$ cat src/rtl/bcd_timer_ctrl_pkg.sv
// Shared display package for the BCD timer controller.
// Holds the FSM state encoding, BCD constants, the reset blank mask and a
// saturating helper used when preloading digits.
package bcd_timer_ctrl_pkg;

  localparam int unsigned DIGIT_W     = 4;
  localparam int unsigned NUM_DIGITS  = 4;
  localparam int unsigned BUS_W       = DIGIT_W * NUM_DIGITS;
  localparam int unsigned ALARM_CNT_W = 4;

  typedef enum logic [1:0] {
    ST_IDLE = 2'd0,
    ST_RUN  = 2'd1,
    ST_HOLD = 2'd2,
    ST_DONE = 2'd3
  } state_e;

  localparam logic [DIGIT_W-1:0]    BCD_MAX   = 4'd9;
  localparam logic [BUS_W-1:0]      BCD_ZERO  = 16'h0000;
  localparam logic [BUS_W-1:0]      BCD_ONE   = 16'h0001;
  localparam logic [NUM_DIGITS-1:0] BLANK_RST = 4'b1110;

  // Clamp every nibble above 9 down to 9.
  function automatic logic [BUS_W-1:0] sat_bcd(input logic [BUS_W-1:0] v);
    logic [BUS_W-1:0] r;
    r = v;
    for (int i = 0; i < int'(NUM_DIGITS); i++) begin
      if (v[i*DIGIT_W +: DIGIT_W] > BCD_MAX) r[i*DIGIT_W +: DIGIT_W] = BCD_MAX;
    end
    return r;
  endfunction

endpackage

$ cat src/rtl/bcd_timer_ctrl_digit.sv
// One BCD decade: synchronous load, increment/decrement gated by carry-in,
// carry/borrow-out for chaining.
// Ports:
//   S_clk, reset      clock, async active-high reset (digit -> 0)
//   i_load/i_load_val synchronous load, wins over stepping
//   i_inc/i_dec       step direction enables (i_inc wins if both set)
//   i_cin             step this decade (carry/borrow from lower decade)
//   o_digit           current decade value
//   o_cout            carry (9->0) or borrow (0->9) to next decade
module bcd_digit
  import bcd_timer_ctrl_pkg::*;
(
  input  logic               S_clk,
  input  logic               reset,
  input  logic               i_load,
  input  logic [DIGIT_W-1:0] i_load_val,
  input  logic               i_inc,
  input  logic               i_dec,
  input  logic               i_cin,
  output logic [DIGIT_W-1:0] o_digit,
  output logic               o_cout
);

  logic [DIGIT_W-1:0] r_digit;

  // Decade register with wrap at 9/0.
  always_ff @(posedge S_clk or posedge reset) begin
    if (reset) begin
      r_digit <= '0;
    end else if (i_load) begin
      r_digit <= i_load_val;
    end else if (i_cin) begin
      if (i_inc) begin
        r_digit <= (r_digit == BCD_MAX) ? '0 : r_digit + DIGIT_W'(1);
      end else if (i_dec) begin
        r_digit <= (r_digit == '0) ? BCD_MAX : r_digit - DIGIT_W'(1);
      end
    end
  end

  assign o_digit = r_digit;
  assign o_cout  = i_cin & ((i_inc & (r_digit == BCD_MAX)) |
                            (~i_inc & i_dec & (r_digit == '0)));

endmodule

$ cat src/rtl/bcd_timer_ctrl.sv
// Run/hold/countdown controller for the 4-digit BCD display counter.
// Ports:
//   S_clk, reset     1 Hz tick clock, async active-high reset
//   i_cmd_start      enter/resume RUN (level)
//   i_cmd_stop       pause RUN into HOLD
//   i_cmd_clear      digits -> 0000, state -> IDLE
//   i_dir            0 = up, 1 = down; latched on entry to RUN
//   i_load_en        preload from i_load_bcd in IDLE/HOLD
//   i_load_bcd       preload value {d4,d3,d2,d1}, nibbles >9 saturate
//   o_digits         current count {d4,d3,d2,d1}
//   o_blank          per-digit blank (bit0 = d1), blink in DONE
//   o_running        1 in RUN
//   o_alarm          1 in DONE
//   o_state          IDLE=0, RUN=1, HOLD=2, DONE=3
module bcd_timer_ctrl
  import bcd_timer_ctrl_pkg::*;
#(
  parameter int unsigned ALARM_CYCLES = 5
) (
  input  logic                  S_clk,
  input  logic                  reset,
  input  logic                  i_cmd_start,
  input  logic                  i_cmd_stop,
  input  logic                  i_cmd_clear,
  input  logic                  i_dir,
  input  logic                  i_load_en,
  input  logic [BUS_W-1:0]      i_load_bcd,
  output logic [BUS_W-1:0]      o_digits,
  output logic [NUM_DIGITS-1:0] o_blank,
  output logic                  o_running,
  output logic                  o_alarm,
  output logic [1:0]            o_state
);

  localparam logic [ALARM_CNT_W-1:0] ALARM_LAST = ALARM_CNT_W'(ALARM_CYCLES - 1);

  state_e                 r_state, w_state_nxt;
  logic                   r_dir, w_dir_nxt;
  logic [ALARM_CNT_W-1:0] r_alarm_cnt, w_alarm_cnt_nxt;
  logic                   w_load, w_inc, w_dec;
  logic [BUS_W-1:0]       w_load_val;
  logic [BUS_W-1:0]       w_digits;
  logic [NUM_DIGITS:0]    w_carry;
  logic                   w_unused_wrap;

  // Decade chain: lowest digit always steps when enabled, others on carry.
  assign w_carry[0] = 1'b1;
  for (genvar g = 0; g < int'(NUM_DIGITS); g++) begin : g_digit
    bcd_digit u_digit (
      .S_clk      (S_clk),
      .reset      (reset),
      .i_load     (w_load),
      .i_load_val (w_load_val[g*DIGIT_W +: DIGIT_W]),
      .i_inc      (w_inc),
      .i_dec      (w_dec),
      .i_cin      (w_carry[g]),
      .o_digit    (w_digits[g*DIGIT_W +: DIGIT_W]),
      .o_cout     (w_carry[g+1])
    );
  end
  // Up-count wrap out of d4 is legal and needs no action.
  assign w_unused_wrap = w_carry[NUM_DIGITS];

  // State, latched direction and alarm counter.
  always_ff @(posedge S_clk or posedge reset) begin
    if (reset) begin
      r_state     <= ST_IDLE;
      r_dir       <= 1'b0;
      r_alarm_cnt <= '0;
    end else begin
      r_state     <= w_state_nxt;
      r_dir       <= w_dir_nxt;
      r_alarm_cnt <= w_alarm_cnt_nxt;
    end
  end

  // Next state and digit-chain controls; clear > load > stop > start.
  always_comb begin
    w_state_nxt     = r_state;
    w_dir_nxt       = r_dir;
    w_alarm_cnt_nxt = r_alarm_cnt;
    w_load          = 1'b0;
    w_load_val      = BCD_ZERO;
    w_inc           = 1'b0;
    w_dec           = 1'b0;

    if (i_cmd_clear) begin
      w_state_nxt     = ST_IDLE;
      w_alarm_cnt_nxt = '0;
      w_load          = 1'b1;
      w_load_val      = BCD_ZERO;
    end else begin
      unique case (r_state)
        ST_IDLE, ST_HOLD: begin
          if (i_load_en) begin
            w_load     = 1'b1;
            w_load_val = sat_bcd(i_load_bcd);
          end else if (i_cmd_stop) begin
            w_state_nxt = r_state;
          end else if (i_cmd_start) begin
            // Counting down from zero has nothing to do: alarm at once.
            if (i_dir && (w_digits == BCD_ZERO)) begin
              w_state_nxt     = ST_DONE;
              w_alarm_cnt_nxt = '0;
            end else begin
              w_state_nxt = ST_RUN;
              w_dir_nxt   = i_dir;
            end
          end
        end
        ST_RUN: begin
          if (i_cmd_stop) begin
            w_state_nxt = ST_HOLD;
          end else if (r_dir) begin
            w_dec = 1'b1;
            // The only value whose down-step yields 0000.
            if (w_digits == BCD_ONE) begin
              w_state_nxt     = ST_DONE;
              w_alarm_cnt_nxt = '0;
            end
          end else begin
            w_inc = 1'b1;
          end
        end
        ST_DONE: begin
          if (r_alarm_cnt == ALARM_LAST) begin
            w_state_nxt     = ST_IDLE;
            w_alarm_cnt_nxt = '0;
          end else begin
            w_alarm_cnt_nxt = r_alarm_cnt + ALARM_CNT_W'(1);
          end
        end
        default: w_state_nxt = ST_IDLE;
      endcase
    end
  end

  // Output decode from registered state and digits.
  always_comb begin
    o_running = 1'b0;
    o_alarm   = 1'b0;
    o_blank   = BLANK_RST;
    unique case (r_state)
      ST_RUN: begin
        o_running = 1'b1;
        o_blank   = {w_digits[15:12] == '0, w_digits[15:8] == '0,
                     w_digits[15:4] == '0, 1'b0};
      end
      ST_DONE: begin
        o_alarm = 1'b1;
        // Blink: blanked on even counts, shown on odd.
        o_blank = r_alarm_cnt[0] ? 4'b0000 : 4'b1111;
      end
      default: begin
        o_blank = {w_digits[15:12] == '0, w_digits[15:8] == '0,
                   w_digits[15:4] == '0, 1'b0};
      end
    endcase
  end

  assign o_digits = w_digits;
  assign o_state  = r_state;

endmodule

$ cat config.mk
export PLATFORM = sky130hd
export DESIGN_NAME = bcd_timer_ctrl
export DESIGN_NICKNAME = d
export VERILOG_FILES = /design/src/rtl/bcd_timer_ctrl_pkg.sv /design/src/rtl/bcd_timer_ctrl_digit.sv /design/src/rtl/bcd_timer_ctrl.sv
export SDC_FILE = /design/constraint.sdc
export NUM_CORES = 1
export LEC_CHECK = 0
export ABC_AREA = 0
export BUFFER_PORTS_ARGS = -buffer_cell sky130_fd_sc_hd__buf_2
export CAP_MARGIN = 40
export CORE_MARGIN = 2
export CORE_UTILIZATION = 62
export CTS_BUF_LIST = sky130_fd_sc_hd__clkbuf_8
export CTS_CLUSTER_DIAMETER = 120
export CTS_CLUSTER_SIZE = 30
export DETAILED_ROUTE_END_ITERATION = 8
export PLACE_DENSITY = 0.89
export SYNTH_ARGS = -nofsm -noshare
export SYNTH_HDL_FRONTEND = slang
export SYNTH_HIERARCHICAL = 1
export SYNTH_SLANG_ARGS = --single-unit
$ cat constraint.sdc
create_clock -name S_clk -period 6.9 [get_ports S_clk]
set_input_delay 1.035 -clock S_clk [delete_from_list [all_inputs] [get_ports S_clk]]
set_output_delay 1.035 -clock S_clk [all_outputs]
set_load 0.05 [all_outputs]
Yosys cells after proc, flatten, opt, wreduce, memory -nomap -nowiden
Index checks and enable logic that the tools add are counted.
W data, S select, Z words.
{"block": "op_classes", "n_addsub": 9, "n_mul": 0, "div": 0, "n_lt_le_gt_ge": 4, "n_eq_ne": 19, "shifts": 0, "muxes": 65, "bitwise_logic": 17, "n_reduce_logical": 20}
{"operator": "$mux W4", "count": 38}
{"operator": "$mux W16", "count": 3}
{"operator": "$ne A3 B3 Y1 const B", "count": 8}
{"operator": "$add A4 B1 Y4 const B", "count": 5}
{"operator": "$mux W2", "count": 9}
{"operator": "$eq A16 B1 Y1 const B", "count": 1}
{"operator": "$eq A4 B4 Y1 const B", "count": 4}
{"operator": "$gt A4 B4 Y1 const B", "count": 4}
{"operator": "$logic_not A16 Y1", "count": 1}
{"operator": "$logic_not A4 Y1", "count": 4}
{"operator": "$sub A4 B1 Y4 const B", "count": 4}
{"operator": "$mux W1", "count": 13}
{"operator": "$logic_not A12 Y1", "count": 1}
{"operator": "$pmux W4 S3", "count": 1}
{"operator": "$reduce_and A6 Y1", "count": 2}
{"operator": "$and A1 B1 Y1", "count": 9}
{"operator": "$logic_not A8 Y1", "count": 1}
{"operator": "$ne A4 B4 Y1 const B", "count": 2}
{"operator": "$reduce_and A7 Y1", "count": 1}
{"operator": "$pmux W2 S3", "count": 1}
{"operator": "$reduce_and A2 Y1", "count": 3}
{"operator": "$reduce_bool A2 Y1", "count": 3}
{"operator": "$not A1 Y1", "count": 5}
{"operator": "$eq A2 B2 Y1 const B", "count": 2}
{"operator": "other kinds (7)", "count": 9}
{"block": "totals", "regBits": 23, "latch_bits": 0, "ramBits": 0, "mem_bits_ro": 0, "inputBits": 23, "word_cells": 141, "memories": 0}

Longest topological paths before layout
{"block": "logic_depth", "ltp_word": 12, "mapped_depth": 12, "mapped_depth_nobuf": 12}

Modules after synthesis
Netlist, hierarchy kept.
{"mod": "bcd_digit", "n_inst": 4, "cells_per_inst": 49, "area_each_um2": 385.4}
{"mod": "bcd_timer_ctrl", "n_inst": 1, "cells_per_inst": 93, "area_each_um2": 755.7}

Worst setup path after synthesis
No wires, ideal clock.
{"block": "synth_path", "path_kind": "input -> register", "from": "input port i_cmd_clear", "to": "register g_digit[3].u_digit.r_digit[2]", "setup_time_ns": 0.121, "t_arrival_ns": 4.231, "slack_ns": 2.548, "stages": 11, "path_buffers": 1, "cell_sequence": "nand2b_1 > nor4_1 > buf_6 > a31oi_1 > nor4b_1 > nor4b_1 > nor4b_1 > o21ai_1 > a21oi_1 > a21o_1 > o21ai_2"}
{"block": "synth_via", "elab_chain_len": 9}
{"element": "from (decl)", "line_no": "bcd_timer_ctrl.sv:24", "rtl": "input logic i_cmd_clear,"}
{"element": "$mux W1 *", "line_no": "bcd_timer_ctrl.sv:87", "rtl": "if (i_cmd_clear) begin"}
{"element": "net w_inc", "line_no": "bcd_timer_ctrl.sv:40", "rtl": "logic w_load, w_inc, w_dec;"}
{"element": "$not A1 Y1"}
{"element": "$and A1 B1 Y1 (2 in series)", "line_no": "bcd_timer_ctrl_digit.sv:43", "rtl": "(~i_inc & i_dec & (r_digit == '0)));"}
{"element": "$or A1 B1 Y1 *", "line_no": "bcd_timer_ctrl_digit.sv:42", "rtl": "assign o_cout = i_cin & ((i_inc & (r_digit == BCD_MAX)) |"}
{"element": "net w_carry[1]", "line_no": "bcd_timer_ctrl.sv:43", "rtl": "logic [NUM_DIGITS:0] w_carry;"}
{"element": "$and A1 B1 Y1 *", "line_no": "bcd_timer_ctrl_digit.sv:42"}
{"element": "net w_carry[2]", "line_no": "bcd_timer_ctrl.sv:43"}
{"element": "$and A1 B1 Y1 *", "line_no": "bcd_timer_ctrl_digit.sv:42"}
{"element": "net w_carry[3]", "line_no": "bcd_timer_ctrl.sv:43"}
{"element": "$reduce_bool A2 Y1 (no source line) *"}
{"element": "$reduce_and A2 Y1 (no source line) *"}
{"element": "to (signal assigned)", "line_no": "bcd_timer_ctrl_digit.sv:31", "rtl": "r_digit <= i_load_val;"}
{"element": "to (signal assigned)", "line_no": "bcd_timer_ctrl_digit.sv:34", "rtl": "r_digit <= (r_digit == BCD_MAX) ? '0 : r_digit + DIGIT_W'(1);"}
{"element": "to (signal assigned)", "line_no": "bcd_timer_ctrl_digit.sv:36", "rtl": "r_digit <= (r_digit == '0) ? BCD_MAX : r_digit - DIGIT_W'(1);"}
{"element": "to (decl)", "line_no": "bcd_timer_ctrl_digit.sv:24", "rtl": "logic [DIGIT_W-1:0] r_digit;"}
Mark *: on every way through the listed nets, which the timed path passes. The rest lies on a longest branch. The select of a mux whose other input is x is not followed.
A chain may end at the register's enable or synchronous reset.

Worst setup path after layout
{"block": "layout_path", "from": "input port i_cmd_clear", "to": "register g_digit[3].u_digit.r_digit[1]"}
{"element": "$mux W1", "line_no": "bcd_timer_ctrl.sv:87"}
{"element": "net w_dec", "line_no": "bcd_timer_ctrl.sv:40"}
{"element": "$and A1 B1 Y1 (2 in series)", "line_no": "bcd_timer_ctrl_digit.sv:43"}
{"element": "$or A1 B1 Y1", "line_no": "bcd_timer_ctrl_digit.sv:42"}
{"element": "net w_carry[1]", "line_no": "bcd_timer_ctrl.sv:43"}
{"element": "$and A1 B1 Y1", "line_no": "bcd_timer_ctrl_digit.sv:42"}
{"element": "net w_carry[2]", "line_no": "bcd_timer_ctrl.sv:43"}
{"element": "$and A1 B1 Y1", "line_no": "bcd_timer_ctrl_digit.sv:42"}
{"element": "net w_carry[3]", "line_no": "bcd_timer_ctrl.sv:43"}
{"element": "$reduce_bool A2 Y1 (no source line)"}
{"element": "$reduce_and A2 Y1 (no source line)"}
The timed path passes the listed nets, and every way through them passes these cells. The select of a mux whose other input is x is not followed.

==> impl_metrics.csv <==
group,metric,value,unit
status,status,"complete, no violations",
placement,port_buffers,46,
setup_path,cp_common_cell,"nor4b_1",
detailed_routing,vias,2238,
setup_path,critPathTopFamily,"simple AND/OR/NAND/NOR gates",
finish,final_common_cell,"buf_2",
logic_synthesis,synth.cell_area,0.00227,mm2
finish,layout-drive-gt1-share,23.6,%
power_and_ir_drop,p_sw,0.000188,W
setup_path,endpoint,"g_digit[3].u_digit/o_digit[1]$_DFFE_PP0P_",
sta,rsz0062_at_grt,"no",
sta,fin_crit,4.05,ns
power_and_ir_drop,p_leak,1.14,nW
clocking,hold_buffers,0,
power_and_ir_drop,p_int,0.000243,W
floorplan,pin_count,47,
logic_synthesis,syn_area_per_cell,7.95,um2
logic_synthesis,yosys_warnings,6,
power_and_ir_drop,pwr-share-comb,39.3,%
placement,place_ws,2.78,ns
setup_path,endpoint_kind,"flip-flop",
sta,postLayoutSetupSlackWorst,2.85,ns
placement,gp_congestion,0.814,
setup_path,crit_cells,12,
worst_hold_path,min_path_type,"reg -> reg",
job,drv_cap,0,
floorplan,die_width,64.6,um
floorplan,placementRows,21,
clocking,cts_buffers,3,
setup_path,crit_buf_inv,1,
placement,place_hpwl,3840,um
clocking,clk_latency,0.27,ns
sta,report.final.slew_viol_count,0,
setup_path,reg2reg_to,"g_digit[3].u_digit/o_digit[1]$_DFFE_PP0P_",
clocking,cts_tree,"yes",
sta,fin_crit_sh,58.7,%
detailed_routing,wire_per_inst,14.7,um
setup_path,critPathArrivalTime,4.25,ns
setup_path,ff2ff_setup_slack,3.34,ns
sta,tightest_slew,0.555,ns
clocking,cts_resized,0,
grt,grt_pass1_vias,1936,
setup_path,r2r_start,"o_state[0]$_DFFE_PP0P_",
detailed_routing,finalWirelength,5360,um
finish,multi_input_area,0.00143,mm2
floorplan,die_h,64.6,um
clocking,cts-htree-levels,1,
finish,antenna_cells,0,
setup_path,crit_start,"i_cmd_clear",
finish,syn_to_final_growth,8.15,%
power_and_ir_drop,cellPowerDensity,175,mW/mm2
grt,grt_pass1_wl,8560,um
clocking,cts.clk_slew.worst_paths,0.08,ns
floorplan,dieArea,0.00417,mm2
setup_path,slowest_delay,0.51,ns
grt,antenna_found_initial,0,
sta,fin_tns_setup,0,ns
finish,fillers,299,
grt,grt_max_degree,47,
grt,grt_overflow,0,
worst_hold_path,min-delay-start,"r_alarm_cnt[3]$_DFFE_PP0P_",
sta,timing.fmax,247,MHz
setup_path,start_kind,"primary input",
power_and_ir_drop,sw_frac_of_total,43.7,%
clocking,clock_sinks,23,
finish,nNetsFinal,344,
grt,grt.total_usage,25.9,%
finish,final_cell_mix,"46 x buf_2, 29 x a21oi_1, 23 x dfrtp_1",
sta,setup_viol,0,
setup_path,cpMaxStageDelayCell,"nor4b_1",
setup_path,worst_r2r_path_depth,11,
detailed_routing,ant_nets,0,
clocking,post_cts.repair.setup_buffers,0,
detailed_routing,drtPass1Iterations,4,
setup_path,crit_type,"in -> reg",
setup_path,path_cells,"buf_2 > nand2b_1 > nor3_1 > and2_1 > nor4b_1 > a31oi_1 > nor4b_1 > nor4b_1 > nor4b_1 > o21ai_1 > or3_1 > a31oi_1",
floorplan,core_area,0.00342,mm2
finish,regArea,576,um2
setup_path,crit_required,7.10,ns
detailed_routing,drt_iter0_drc,104,
detailed_routing,viasPerCell,6.15,
sta,slew-limit-headroom,63.0,%
setup_path,cp_max_fo,11,
clocking,clock-root-buffer,"clkbuf_8",
sta,fin_skew,0.00148,ns
power_and_ir_drop,seqPwrFrac,40.7,%
logic_synthesis,synth_cells,286,
sta,hold_viol,0,
detailed_routing,drcViolationCount,0,
floorplan,start_util,66.6,%
power_and_ir_drop,ir_drop,105,uV
power_and_ir_drop,clock_power_share,20.0,%
clocking,clock_path_buffers,2,
[state kept, by name (all words and copies together), names as in the netlist]
| signal | count |
|---|---|
| g_digit.u_digit/o_digit | 16 |
| r_alarm_cnt | 4 |
| o_state | 2 |
| r_dir | 1 |
[worst min path at each step]
stage	endpoint	slack [ns]	cells after the start
6_report	r_alarm_cnt[3]$_DFFE_PP0P_	0.54	1
5_1_grt	r_alarm_cnt[3]$_DFFE_PP0P_	0.58	1
4_1_cts	r_alarm_cnt[3]$_DFFE_PP0P_	0.54	1
3_5_place_dp	r_alarm_cnt[3]$_DFFE_PP0P_	0.53	1
3_3_place_gp	r_alarm_cnt[3]$_DFFE_PP0P_	0.51	1
2_1_floorplan	r_alarm_cnt[3]$_DFFE_PP0P_	0.49	1
[power by group through the flow]
stage | combinational [W] | sequential [W] | clock (W)
after floorplan | 0.000126 | 0.000189 | 0
after global placement | 0.000164 | 0.000176 | 0
after detailed placement | 0.000168 | 0.000177 | 0
after CTS | 0.000169 | 0.000175 | 0.0000883
after global routing | 0.000181 | 0.000178 | 0.0000949
final | 0.000169 | 0.000175 | 0.0000864
[routing by layer]
layer | vias to the layer above | global-route usage, % | share of wire (%)
met5 | - | 0 | 0
met4 | 0 | 12.2 | 1.6
met3 | 11 | 3.47 | 5.1
met2 | 84 | 45.2 | 49
met1 | 1053 | 31.5 | 44
li1 | 1090 | - | -
[metrics by stage]
step / power, W / hold WS (ns) / area [um2] / std cells / util, %
4_1_cts: 0.000432 / 0.542 / 2460 / 364 / 72.0
5_1_grt: 0.000454 / 0.576 / 2460 / 364 / 72.0
2_1_floorplan: 0.000315 / 0.488 / 2280 / 288 / -
3_3_place_gp: 0.000340 / 0.513 / 2400 / 359 / 70.2
3_5_place_dp: 0.000345 / 0.525 / 2410 / 360 / 70.7
6_report: 0.000431 / 0.540 / 2460 / 364 / 72.0
[layout make-up]
| type | instances | share of cell area (%) |
|---|---|---|
| multi-input cells | 218 | 58.3 |
| inverters | 25 | 3.82 |
| clock inverters | 1 | 0.153 |
| well taps | 46 | 2.34 |
| repair buffers | 48 | 10.3 |
| clock buffers | 3 | 1.68 |
| flip-flops and latches | 23 | 23.4 |
(Power assumes the default switching activity.)
